### src/rtl/pipelined_adder_pkg.sv
// Shared definitions for the pipelined adder/subtractor: operation encodings
// and the signed-overflow rule applied to the final result.
package pipelined_adder_pkg;

    localparam logic MODE_ADD = 1'b0;
    localparam logic MODE_SUB = 1'b1;

    // Overflow when both effective operands share a sign that the result lacks.
    function automatic logic ovf_flag(input logic a_msb, input logic b_msb, input logic s_msb);
        return (a_msb == b_msb) && (s_msb != a_msb);
    endfunction

endpackage

### src/rtl/pipelined_adder_slice.sv
// One SW-bit slice of the pipelined adder: ripple-carry add with carry-in,
// followed by a holdable register for the partial sum and carry-out.
module adder_slice #(
    parameter int SW = 4
) (
    input  logic          clk,
    input  logic          rst_n,
    input  logic          i_hold,
    input  logic [SW-1:0] i_a,
    input  logic [SW-1:0] i_b,
    input  logic          i_cin,
    output logic [SW-1:0] o_sum,
    output logic          o_cout
);

    logic [SW-1:0] w_sum;
    logic [SW:0]   w_c;

    always_comb begin
        w_sum  = '0;
        w_c    = '0;
        w_c[0] = i_cin;
        for (int i = 0; i < SW; i++) begin
            w_sum[i]  = i_a[i] ^ i_b[i] ^ w_c[i];
            w_c[i+1]  = (i_a[i] & i_b[i]) | (w_c[i] & (i_a[i] ^ i_b[i]));
        end
    end

    always_ff @(posedge clk or negedge rst_n) begin
        if (!rst_n) begin
            o_sum  <= '0;
            o_cout <= 1'b0;
        end else if (!i_hold) begin
            o_sum  <= w_sum;
            o_cout <= w_c[SW];
        end
    end

endmodule

### src/rtl/pipelined_adder.sv
// Streaming WIDTH-bit adder/subtractor split into STAGES registered slices,
// with operand skew, result deskew and whole-pipeline backpressure.
module pipelined_adder
    import pipelined_adder_pkg::*;
#(
    parameter int WIDTH  = 8,
    parameter int STAGES = 2
) (
    input  logic             clk,
    input  logic             rst_n,
    input  logic             in_valid,
    output logic             in_ready,
    input  logic [WIDTH-1:0] a,
    input  logic [WIDTH-1:0] b,
    input  logic             cin,
    input  logic             mode,
    output logic             out_valid,
    input  logic             out_ready,
    output logic [WIDTH-1:0] sum,
    output logic             cout,
    output logic             ovf
);

    localparam int SW = WIDTH / STAGES;

    logic             w_stall;
    logic [WIDTH-1:0] w_beff;
    logic             w_ceff;
    logic [STAGES-1:0] r_vld;
    logic             r_a_msb;
    logic             r_b_msb;

    // Subtraction is a + ~b + ~cin, giving a - b - cin.
    assign w_beff    = (mode == MODE_SUB) ? ~b   : b;
    assign w_ceff    = (mode == MODE_SUB) ? ~cin : cin;

    assign out_valid = r_vld[STAGES-1];
    assign w_stall   = out_valid && !out_ready;
    assign in_ready  = !w_stall;

    always_ff @(posedge clk or negedge rst_n) begin
        if (!rst_n) begin
            r_vld <= '0;
        end else if (!w_stall) begin
            r_vld <= (r_vld << 1) | STAGES'(in_valid);
        end
    end

    // Stage k sees the not-yet-added operand slices aligned so its slice sits
    // at bit 0, and w_res holds all result slices produced so far for its beat.
    for (genvar k = 0; k < STAGES; k++) begin : g_stg
        localparam int RW = (STAGES - k) * SW;

        logic [RW-1:0]         w_a;
        logic [RW-1:0]         w_b;
        logic                  w_cin;
        logic [SW-1:0]         w_sum;
        logic                  w_cout;
        logic [(k+1)*SW-1:0]   w_res;

        if (k == 0) begin : g_in
            assign w_a   = a;
            assign w_b   = w_beff;
            assign w_cin = w_ceff;
            assign w_res = w_sum;
        end else begin : g_skew
            logic [RW-1:0]   r_a;
            logic [RW-1:0]   r_b;
            logic [k*SW-1:0] r_lo;

            always_ff @(posedge clk or negedge rst_n) begin
                if (!rst_n) begin
                    r_a  <= '0;
                    r_b  <= '0;
                    r_lo <= '0;
                end else if (!w_stall) begin
                    r_a  <= g_stg[k-1].w_a[RW+SW-1:SW];
                    r_b  <= g_stg[k-1].w_b[RW+SW-1:SW];
                    r_lo <= g_stg[k-1].w_res;
                end
            end

            assign w_a   = r_a;
            assign w_b   = r_b;
            assign w_cin = g_stg[k-1].w_cout;
            assign w_res = {w_sum, r_lo};
        end

        adder_slice #(.SW(SW)) u_slice (
            .clk    (clk),
            .rst_n  (rst_n),
            .i_hold (w_stall),
            .i_a    (w_a[SW-1:0]),
            .i_b    (w_b[SW-1:0]),
            .i_cin  (w_cin),
            .o_sum  (w_sum),
            .o_cout (w_cout)
        );
    end

    // Operand sign bits ride alongside the final slice for the overflow flag.
    always_ff @(posedge clk or negedge rst_n) begin
        if (!rst_n) begin
            r_a_msb <= 1'b0;
            r_b_msb <= 1'b0;
        end else if (!w_stall) begin
            r_a_msb <= g_stg[STAGES-1].w_a[SW-1];
            r_b_msb <= g_stg[STAGES-1].w_b[SW-1];
        end
    end

    assign sum  = g_stg[STAGES-1].w_res;
    assign cout = g_stg[STAGES-1].w_cout;
    assign ovf  = ovf_flag(r_a_msb, r_b_msb, sum[WIDTH-1]);

endmodule

### config.mk
export PLATFORM = sky130hd
export DESIGN_NAME = pipelined_adder
export DESIGN_NICKNAME = d
export VERILOG_FILES = /design/src/rtl/pipelined_adder_pkg.sv /design/src/rtl/pipelined_adder_slice.sv /design/src/rtl/pipelined_adder.sv
export SDC_FILE = /design/constraint.sdc
export NUM_CORES = 1
export LEC_CHECK = 0
export ABC_AREA = 1
export CAP_MARGIN = 20
export CORE_AREA = 3 3 87 48
export CTS_BUF_LIST = sky130_fd_sc_hd__clkbuf_8
export DETAILED_ROUTE_END_ITERATION = 6
export DIE_AREA = 0 0 90 51
export DONT_BUFFER_PORTS = 1
export HOLD_SLACK_MARGIN = 0.02
export PLACE_DENSITY = 0.54
export SLEW_MARGIN = 20
export SYNTH_ARGS = -nofsm -noshare
export SYNTH_HDL_FRONTEND = slang
export SYNTH_HIERARCHICAL = 1
export SYNTH_SLANG_ARGS = --single-unit
### constraint.sdc
create_clock -name clk -period 2.4 [get_ports clk]
set_clock_uncertainty 0.1 [all_clocks]
set_input_delay 0.36 -clock clk [delete_from_list [all_inputs] [get_ports clk]]
set_output_delay 0.36 -clock clk [all_outputs]
set_load 0.05 [all_outputs]
==> results of run 1 <==
-- routing by layer --
metal  part of all wire  track usage  routed length [µm]  vias up
met3              0.064       0.0471                 150        0
met2               0.46        0.185                1070       22
li1                   -            -                   -      453
met4                  0       0.0228                   0        0
met1               0.48        0.139                1120      416
met5                  0            0                   0        -
-- cell usage in the layout (no fill, tap or decap) --
cell and count:
buf_12 1, buf_4 2, bufinv_16 1, clkbuf_8 3, dfrtp_1 26, dlygate4sd3_1 1
fa_1 6, fa_2 2, inv_1 24, inv_2 3, nand2_1 67, nand2_2 2
nand3_1 4, nor2_1 3, o21ai_0 2, o21ai_2 6, xor2_1 4, xor2_2 1
-- flip-flops by register name (all words and copies together) (netlist names) --
register,flops
g_stg.g_skew.r_b,4
g_stg.g_skew.r_a,4
g_stg.g_skew.r_lo,4
g_stg.u_slice/o_sum,8
r_b_msb,1
r_a_msb,1
r_vld,2
g_stg.u_slice/o_cout,2
-- Yosys cell counts (all sizes together) --
cell type	n	share of area
nand2	69	0.19
inv	27	0.074
dfrtp	26	0.47
fa	8	0.12
o21ai	8	0.045
buf	6	0.046
xor2	5	0.032
nand3	4	0.015
nor2	3	0.0082
-- final cells by class --
cell class / count / area, µm² / share of cell area
clock inverters: 1 / 30.0 / 0.0199
well taps: 51 / 63.8 / 0.0424
inverters: 27 / 101 / 0.0673
flip-flops and latches: 26 / 651 / 0.432
repair buffers: 4 / 45.0 / 0.0299
multi-input cells: 97 / 574 / 0.381
clock buffers: 3 / 41.3 / 0.0274
-- stage by stage --
step                hold slack, ns  cells  setup WS [ns]  area, µm²  utilization
detailed placement         -0.0349    203         0.0758       1410        0.411
finish                      0.0972    209          0.161       1510        0.441
floorplan                  -0.0356    156         0.0146       1390            -
global placement           -0.0348    203          0.115       1410        0.411
global route                0.0860    209         0.0223       1510        0.441
CTS                         0.0904    209          0.129       1510        0.441
-- timing repair --
item	CTS	global route
buffers inserted	0	0
hold endpoints to repair	26	0
setup endpoints to repair	0	1
hold buffers	2	0
-- how the worst max path moves through the flow --
stage	to	cells past startpoint
after detailed placement	g_stg[0].u_slice/o_sum[3]$_DFFE_PN0N_	9
final	g_stg[1].u_slice/o_sum[3]$_DFFE_PN0N_	8
after CTS	g_stg[1].u_slice/o_sum[3]$_DFFE_PN0N_	8
after floorplan	g_stg[0].u_slice/o_sum[3]$_DFFE_PN0N_	10
after global placement	g_stg[0].u_slice/o_sum[3]$_DFFE_PN0N_	9
after global routing	g_stg[1].u_slice/o_sum[3]$_DFFE_PN0N_	8
-- worst max-delay path: stages, from the launching register on --
cell and delay, ns:
dfrtp_1 0.41, fa_1 0.41, inv_1 0.07, fa_1 0.15, inv_1 0.05, fa_1 0.36
inv_1 0.08, fa_1 0.42, o21ai_2 0.12
-- cells by family (layout without fill, tap and decap cells) --
family / Yosys count / count (layout) / synth area share
AOI/OAI and AO/OA: 8 / 8 / 0.0454
DFF: 26 / 26 / 0.472
and+or+nand+nor: 76 / 76 / 0.214
xor gates and xnor gates: 5 / 5 / 0.0318
adders and majority gates: 8 / 8 / 0.116
buffers and inverters: 33 / 35 / 0.120
-- power by group --
group | internal (µW) | switching, µW | total [µW]
clock | 223 | 133 | 356
sequential | 546 | 304 | 850
combinational | 129 | 194 | 323
==> results.md, run 1 <==
Detailed routing:
- The total DRC errors in the routed layout is 0.
- Dividing the detail-routed wire length by the instance count gives 11.2 µm.
- The wire length after detailed routing is 2.34 mm.
- Detailed routing inserted a total of 891 vias.
- The first routing iteration left 30 violations.
- Once detail routing completed, the nets flagged for antenna violations numbered 0.
- After detailed routing, the number of vias per cell comes to 4.26.
- The first detailed-routing pass ran for 4 iterations.

Floorplanning:
- The total I/O pin count is 34.
- The die is around 51 µm tall.
- Measured along the x axis, the die boundary spans approximately 90 µm.
- The initial standard-cell utilization of the core is 0.403.
- The total die area is 0.00459 mm².
- The cell row count is 15.
- The floorplan core area is between 0.003 and 0.004 mm².

Setup path:
- The nature of the critical path startpoint is a register.
- The startpoint identified for the worst register-to-register timing path is g_stg[1].g_skew.r_a[0]$_DFFE_PN0N_.
- The depth of the worst register-to-register path is 8.
- The most critical setup path has its startpoint at g_stg[1].g_skew.r_a[0]$_DFFE_PN0N_.
- The required time at the endpoint of the critical path is 2.50 ns.
- The worst-case register-to-register setup slack is 0.16 ns.
- The setup path with the least slack is of type register to register.
- In this run the critical register-to-register path is captured at g_stg[1].u_slice/o_sum[3]$_DFFE_PN0N_.
- The endpoint arrival time on the critical path is 2.34 ns.
- STA classifies the critical path endpoint as a register.
- The biggest fanout along the worst timing path is 2.

Cells and area:
- Fill cells in the final layout number 358.
- The count of antenna diodes in the layout is 0.
- In the final layout, the share of cells above drive strength 1 is 0.133.
- After the last flow step, the layout net total stands at 189.
- The signed area change from the synthesized netlist to the final layout is 9.35%.

STA:
- Setup violations remaining at the end of the flow were counted as 0.
- The fmax is 447 MHz.
- Adding up every negative setup slack in the final design gives 0 ns.
- At the pin with the least slew margin, the transition time is 0.588 ns.
- The part of the cycle the worst path needs is 0.933.
- The worst pin sits at a relative slew slack of 0.607.
- The final hold violation count is 0.
- Setup repair after global routing left no endpoint under its margin.
- The clock period minus worst slack is approximately 2.2 ns.
- The max-slew violation count is 0.

Yosys:
- The synthesized area divided by synthesized cell count is roughly 8.8 µm².
- The synthesized netlist contains 14 unique library cells.
- The post-synthesis instance total is 156.
- The number of nets produced by synthesis is roughly 190.
- The Yosys step of the flow raised 6 warnings.
- Synthesis inferred 26 register bits.
- For this run, the register share of the synthesized area comes to 0.472.
- The mapped netlist covers 0.00138 mm².

Worst hold path:
- The endpoint with the worst hold slack is g_stg[1].g_skew.r_a[3]$_DFFE_PN0N_.
- The worst hold path begins at a[7].
- The class of the most critical hold timing path is input port to register.
- The cell depth of the worst min-delay path is 2.

Power and ir drop:
- For this design the static power due to leakage is 0.000806 µW.
- The power density over cell area is 1020 mW/mm².
- The design draws 1530 µW.
- The worst-case IR drop observed on VDD is 0.325 mV.

Global routing:
- The initial antenna violation count is 0.
- The first-pass GRT wire length is ~4.1 mm.
- Across every metal layer, demand over resource in global routing totals 0.112.
- The total grt overflow is 0.
- The via count of the first global-routing pass is approximately 850.
- The pin count of the biggest net entering global routing is 32.

Clocking:
- The deepest clock path buffer count is 2.
- Buffers inserted during clock tree synthesis total 3.
- The buffer type at the clock tree root is clkbuf_8.
- In this run the number of H-tree levels came out at 1.
- The number of clock sinks seen by CTS is 26.
- The post-cts sizing count is 0.
- Clock-pin slew was measured on the worst setup and hold paths at 0.09 ns.
- The clock latency at the later pin of the worst-skew pair is about 0.27 ns.
- TritonCTS built the clock tree.

Run status:
- The run finished with clean final reports.

Place:
- The number of buffers inserted by port buffering is 0.
- The congestion estimate from routability-driven global placement came to 0.707.
- After legalization and detailed placement, the total HPWL measured ~1.7 mm.

Flow run:
- Across the run, the number of max-cap violations was 0.
(Power assumes the default switching activity.)
==> run 2: changes to the inputs <==
--- a/config.mk
+++ b/config.mk
@@ -14,6 +14,7 @@
 export DONT_BUFFER_PORTS = 1
 export HOLD_SLACK_MARGIN = 0.02
 export PLACE_DENSITY = 0.54
+export SKIP_LAST_GASP = 1
 export SLEW_MARGIN = 20
 export SYNTH_ARGS = -nofsm -noshare
 export SYNTH_HDL_FRONTEND = slang
==> results of run 2 <==
No change in the layout: final DEF, timing and power equal those of run 1.
